`config.mk`:
```
export PLATFORM = sky130hd
export DESIGN_NAME = sar_logic_gen2
export DESIGN_NICKNAME = d
export VERILOG_FILES = /design/src/rtl/sar_logic_gen2.sv
export SDC_FILE = /design/constraint.sdc
export NUM_CORES = 1
export LEC_CHECK = 0
export ABC_AREA = 1
export CELL_PAD_IN_SITES_DETAIL_PLACEMENT = 2
export CELL_PAD_IN_SITES_GLOBAL_PLACEMENT = 2
export CORE_MARGIN = 2
export CORE_UTILIZATION = 30
export CTS_BUF_LIST = sky130_fd_sc_hd__clkbuf_4
export DETAILED_ROUTE_END_ITERATION = 12
export PLACE_DENSITY_LB_ADDON = 0.1
export SYNTH_ARGS = -nofsm -noshare
export SYNTH_HDL_FRONTEND = slang
export SYNTH_SLANG_ARGS = --single-unit
export TNS_END_PERCENT = 5
```
`constraint.sdc`:
```
create_clock -name clk -period 2.3 [get_ports clk]
set_input_delay 0.46 -clock clk [delete_from_list [all_inputs] [get_ports clk]]
set_output_delay 0.46 -clock clk [all_outputs]
set_load 0.02 [all_outputs]
```
`src/rtl/sar_logic_gen2.sv`:
```
// SAR ADC controller: drives the CDAC control words, sample switch and gated
// comparator clock, runs comparator trim calibration and hands results out over valid/ready.
module sar_logic_gen2 #(
  parameter int unsigned NBITS         = 8,
  parameter int unsigned TRIM_BITS     = 5,
  parameter int unsigned CAL_ITERS     = 8,
  parameter int unsigned SAMPLE_CYCLES = 1
) (
  input  logic                 clk,
  input  logic                 rstn,
  input  logic                 en,
  input  logic                 cal,
  input  logic                 cont,
  input  logic                 comp,
  input  logic                 ready,
  output logic                 valid,
  output logic [NBITS-1:0]     result,
  output logic                 sample,
  output logic [NBITS-1:0]     ctlp,
  output logic [NBITS-1:0]     ctln,
  output logic [TRIM_BITS-1:0] trim,
  output logic [TRIM_BITS-1:0] trimb,
  output logic                 cal_busy,
  output logic                 clkc
);

  localparam int unsigned SCW = (SAMPLE_CYCLES > 1) ? $clog2(SAMPLE_CYCLES) : 1;
  localparam int unsigned ITW = $clog2(CAL_ITERS);
  localparam int unsigned ONW = $clog2(CAL_ITERS + 1);

  localparam logic [NBITS-1:0]     MSB     = NBITS'(1) << (NBITS - 1);
  localparam logic [TRIM_BITS-1:0] TMSB    = TRIM_BITS'(1) << (TRIM_BITS - 1);
  localparam logic [SCW-1:0]       SC_LAST = SCW'(SAMPLE_CYCLES - 1);
  localparam logic [ITW-1:0]       IT_LAST = ITW'(CAL_ITERS - 1);
  localparam logic [ONW-1:0]       HALF    = ONW'(CAL_ITERS / 2);

  typedef enum logic [2:0] {
    S_INIT, S_WAIT, S_SAMPLE, S_CONV, S_CAL, S_DONE
  } state_t;

  state_t               state_q, state_d;
  logic [NBITS-1:0]     result_q, result_d;
  logic [NBITS-1:0]     mask_q, mask_d;
  logic [TRIM_BITS-1:0] trim_val_q, trim_val_d;
  logic [TRIM_BITS-1:0] trim_mask_q, trim_mask_d;
  logic [ONW-1:0]       ones_q, ones_d;
  logic [ITW-1:0]       itt_q, itt_d;
  logic [SCW-1:0]       scnt_q, scnt_d;
  logic                 calibrate_q, calibrate_d;
  logic                 last_cal_q, last_cal_d;
  logic                 en_clkc_q, en_clkc_d;
  logic [ONW-1:0]       ones_sum;

  // Vote total including the current decision; cannot exceed CAL_ITERS.
  assign ones_sum = ones_q + ONW'(comp);

  always_ff @(posedge clk or negedge rstn) begin
    if (!rstn) begin
      state_q     <= S_INIT;
      result_q    <= '0;
      mask_q      <= '0;
      trim_val_q  <= '0;
      trim_mask_q <= '0;
      ones_q      <= '0;
      itt_q       <= '0;
      scnt_q      <= '0;
      calibrate_q <= 1'b0;
      last_cal_q  <= 1'b0;
      en_clkc_q   <= 1'b0;
    end else begin
      state_q     <= state_d;
      result_q    <= result_d;
      mask_q      <= mask_d;
      trim_val_q  <= trim_val_d;
      trim_mask_q <= trim_mask_d;
      ones_q      <= ones_d;
      itt_q       <= itt_d;
      scnt_q      <= scnt_d;
      calibrate_q <= calibrate_d;
      last_cal_q  <= last_cal_d;
      en_clkc_q   <= en_clkc_d;
    end
  end

  always_comb begin
    state_d     = state_q;
    result_d    = result_q;
    mask_d      = mask_q;
    trim_val_d  = trim_val_q;
    trim_mask_d = trim_mask_q;
    ones_d      = ones_q;
    itt_d       = itt_q;
    scnt_d      = scnt_q;
    calibrate_d = calibrate_q;
    last_cal_d  = last_cal_q;
    en_clkc_d   = en_clkc_q;

    case (state_q)
      S_INIT: begin
        trim_val_d = TMSB;
        state_d    = S_WAIT;
      end

      S_WAIT: begin
        if (en) begin
          result_d    = '0;
          mask_d      = MSB;
          calibrate_d = cal;
          en_clkc_d   = 1'b1;
          scnt_d      = '0;
          state_d     = S_SAMPLE;
        end
      end

      S_SAMPLE: begin
        if (scnt_q == SC_LAST) begin
          if (calibrate_q) begin
            trim_val_d  = '0;
            trim_mask_d = TMSB;
            ones_d      = '0;
            itt_d       = '0;
            mask_d      = '0;
            state_d     = S_CAL;
          end else begin
            // Back-to-back conversions keep the old code visible until here.
            result_d = '0;
            state_d  = S_CONV;
          end
        end else begin
          scnt_d = scnt_q + SCW'(1);
        end
      end

      S_CONV: begin
        if (comp) result_d = result_q | mask_q;
        mask_d = mask_q >> 1;
        if (mask_q[0]) begin
          en_clkc_d  = 1'b0;
          last_cal_d = 1'b0;
          state_d    = S_DONE;
        end
      end

      S_CAL: begin
        if (itt_q == IT_LAST) begin
          // Zeros must strictly win to set the bit; a tie leaves it clear.
          if (ones_sum < HALF) trim_val_d = trim_val_q | trim_mask_q;
          trim_mask_d = trim_mask_q >> 1;
          ones_d      = '0;
          itt_d       = '0;
          if (trim_mask_q[0]) begin
            calibrate_d = 1'b0;
            last_cal_d  = 1'b1;
            en_clkc_d   = 1'b0;
            state_d     = S_DONE;
          end
        end else begin
          ones_d = ones_sum;
          itt_d  = itt_q + ITW'(1);
        end
      end

      S_DONE: begin
        if (ready) begin
          if (cont && !last_cal_q) begin
            mask_d    = MSB;
            en_clkc_d = 1'b1;
            scnt_d    = '0;
            state_d   = S_SAMPLE;
          end else begin
            state_d = S_WAIT;
          end
        end
      end

      default: state_d = S_INIT;
    endcase
  end

  assign valid    = (state_q == S_DONE);
  assign result   = result_q;
  assign ctlp     = result_q | mask_q;
  assign ctln     = ~(result_q | mask_q);
  assign trim     = trim_val_q | trim_mask_q;
  assign trimb    = ~(trim_val_q | trim_mask_q);
  assign sample   = (state_q == S_SAMPLE) || (state_q == S_CAL);
  assign cal_busy = (state_q == S_CAL);
  // en_clkc only moves on the rising edge, so gating with the low phase is glitch-free.
  assign clkc     = ~clk & en_clkc_q;

endmodule

```
==> flow_metrics.env <==
export IMPL_grt_total_usage_pct=20.15
export IMPL_status="finished, final reports clean"
export IMPL_worstReg2RegStart="state_q[2]"
export IMPL_syn_area_per_cell_um2=7.624
export IMPL_diodes=0
export IMPL_fp_dieH_um=86.53
export IMPL_arrival_ns=1.79
export IMPL_crit_type="clock port to output pin"
export IMPL_core_region_area_um2=6681
export IMPL_slew_violations=0
export IMPL_synth_seq_area_share_pct=47.76
export IMPL_syn_nets=279
export IMPL_hold_path_class="primary input to async pin"
export IMPL_routed_wl_mm=6.809
export IMPL_design_area_um2=2781
export IMPL_dieWidth_um=86.53
export IMPL_gp_congestion=0.8161
export IMPL_syn_cell_area_um2=2043
export IMPL_crit_fanout=2
export IMPL_worst_pin_slew_ns=0.4979
export IMPL_grt_pass1_vias=2194
export IMPL_clock_latency_ns=0.48
export IMPL_io_buffers=44
export IMPL_leakagePower_nw=1.521
export IMPL_finalSetupViolCount=0
export IMPL_vias=1993
export IMPL_start_util_pct=30.58
export IMPL_tns_ns=0
export IMPL_yosys_register_bits=39
export IMPL_power_density_nw_per_um2=1189
export IMPL_critPathSlowestCell="dlygate4sd2_1"
export IMPL_yosysUniqueCellTypes=22
export IMPL_row_count=30
export IMPL_slew_headroom_pct=66.81
export IMPL_ant_nets=0
export IMPL_drt_vias_per_instance=4.897
export IMPL_r2r_slack_ns=0.47
export IMPL_critPathTopFamily="buffers and inverters"
export IMPL_critPathLaunchType="clock port"
export IMPL_power_total_w=0.003306
export IMPL_endpoint_kind="output pin"
export IMPL_cp_cell_sequence="clkbuf_4 -> clkbuf_4 -> nor2_1 -> dlygate4sd2_1"
export IMPL_io_pins=45
export IMPL_clk_pin_slew_ns=0.14
export IMPL_worstPathRequired_ns=1.84
export IMPL_hold_viol=0
export IMPL_critical_path_max_stage_delay_ns=0.33
export IMPL_globalRouteOverflowTotal=0
export IMPL_crit_buf_inv=3
export IMPL_yosysWarnings=0
export IMPL_hold_ws_ns=0.4600
export IMPL_firstDrtPassIters=4
export IMPL_worst_path_most_repeated_cell="clkbuf_4"
export IMPL_wl_per_cell_um=16.73
export IMPL_nets=337
export IMPL_post_cts_setup_buffers=0
export IMPL_reg2reg_depth=7
export IMPL_dpl_hpwl_mm=5.056
export IMPL_place_area_um2=2615
export IMPL_syn_inst=268
export IMPL_drive_gt1_share_pct=13.76
export IMPL_grt_max_degree=21
export IMPL_first_iter_violations=88
export IMPL_rsz0062_at_grt="false"
export IMPL_vdd_drop_max_mv=0.4698
export IMPL_cts_tree="built"
export IMPL_grt_pass1_wl_mm=11.31
export IMPL_area_growth_pct=36.13
export IMPL_antenna_found_initial=0
export IMPL_finClkSkew_ns=0.02382
export IMPL_post_route_drc_count=0
export IMPL_r2r_end="result[6]"
export IMPL_drv_cap=0
export IMPL_die_area_um2=7487
## final cells by class
type,instances,area (um^2)
fillers,800,3900
flip-flops and latches,39,979.7
multi-input cells,189,905.9
repair buffers,51,524.3
inverters,36,135.1
well taps,80,100.1
clock buffers,10,76.32
clock inverters,2,60.06
## worst max path at each step
| stage | cells after the start | start | end |
|---|---|---|---|
| after detailed placement | 2 | clk | clkc |
| after global placement | 2 | clk | clkc |
| after CTS | 2 | mask_q[1] | ctln[1] |
| after global routing | 3 | mask_q[6] | ctlp[6] |
| final | 4 | clk | clkc |
| after floorplan | 1 | clk | clkc |
## routing by layer
layer | part of all wire [%] | track usage [%] | vias up
li1 | - | - | 961
met5 | 0 | 0 | -
met1 | 49 | 27.49 | 998
met3 | 3.2 | 5.429 | 6
met4 | 1.1 | 6.534 | 0
met2 | 46 | 31.12 | 28
## cell families (layout without fill, tap and decap cells)
family	after synthesis	after routing	share of synthesized area, %
adder cells (fa/ha/maj)	4	4	2.450
buffers and inverters	40	99	8.022
AO/OA/AOI/OAI	31	31	8.206
flip-flops	39	39	47.77
AND/OR/NAND/NOR	154	154	33.56
## state kept, by name (all words and copies together), names as in the netlist
register,count
trim_val_q,5
ones_q,4
last_cal_q,1
itt_q,3
result,8
state_q,3
mask_q,8
trim_mask_q,5
en_clkc_q,1
calibrate_q,1
## per-stage QoR
step	std cells	utilization (%)	worst slack [ns]
after detailed placement	395	39.14	0.02205
after global placement	395	39.14	0.02205
after global routing	407	41.63	0.005402
after CTS	407	41.18	0.02168
after floorplan	268	-	0.3971
final	407	41.63	0.04513
## cell usage in the layout, fill, tap and decap left out, types with 2 or more instances in the layout
| master | netlist | final |
|---|---|---|
| buf_4 | 1 | 6 |
| clkbuf_4 | 0 | 9 |
| dfrtp_1 | 39 | 36 |
| nand4_1 | 3 | 3 |
| clkdlybuf4s50_1 | 0 | 28 |
| o22ai_1 | 5 | 5 |
| nor2_4 | 3 | 3 |
| nor2_1 | 33 | 32 |
| dlymetal6s2s_1 | 0 | 11 |
| bufinv_16 | 0 | 2 |
| nand2_1 | 83 | 83 |
| nor2_2 | 2 | 3 |
| dfrtp_2 | 0 | 3 |
| nand2_2 | 5 | 5 |
| inv_1 | 30 | 30 |
| nand3_2 | 4 | 4 |
| inv_2 | 6 | 6 |
| o21ai_1 | 10 | 10 |
| nand3_1 | 19 | 19 |
| ha_1 | 4 | 4 |
| o21ai_0 | 14 | 14 |
| dlygate4sd2_1 | 0 | 4 |
## where the power goes
part	switching [W]	internal (W)	total, W
Combinational	0.00104	0.000545	0.00159
Sequential	0.000153	0.000837	0.000990
Clock	0.000304	0.000426	0.000730
## synthesized netlist by cell type (all sizes together)
| master | instances | area (um^2) |
|---|---|---|
| ha | 4 | 50.05 |
| nor2 | 38 | 170.2 |
| buf | 4 | 28.78 |
| o211ai | 1 | 7.510 |
| nand3 | 23 | 135.1 |
| o21ai | 25 | 128.9 |
| nand2 | 88 | 342.8 |
| nand4 | 3 | 18.77 |
| inv | 36 | 135.1 |
| o22ai | 5 | 31.28 |
| dfrtp | 39 | 975.9 |
| nand3b | 2 | 18.77 |
## what timing repair did
item	in CTS	in global routing
hold buffers	1	0
resized for setup	7	12
setup endpoints to repair	4	12
gates cloned	0	0
hold endpoints to repair	19	0
No activity file was read; power rests on OpenSTA's default activity.
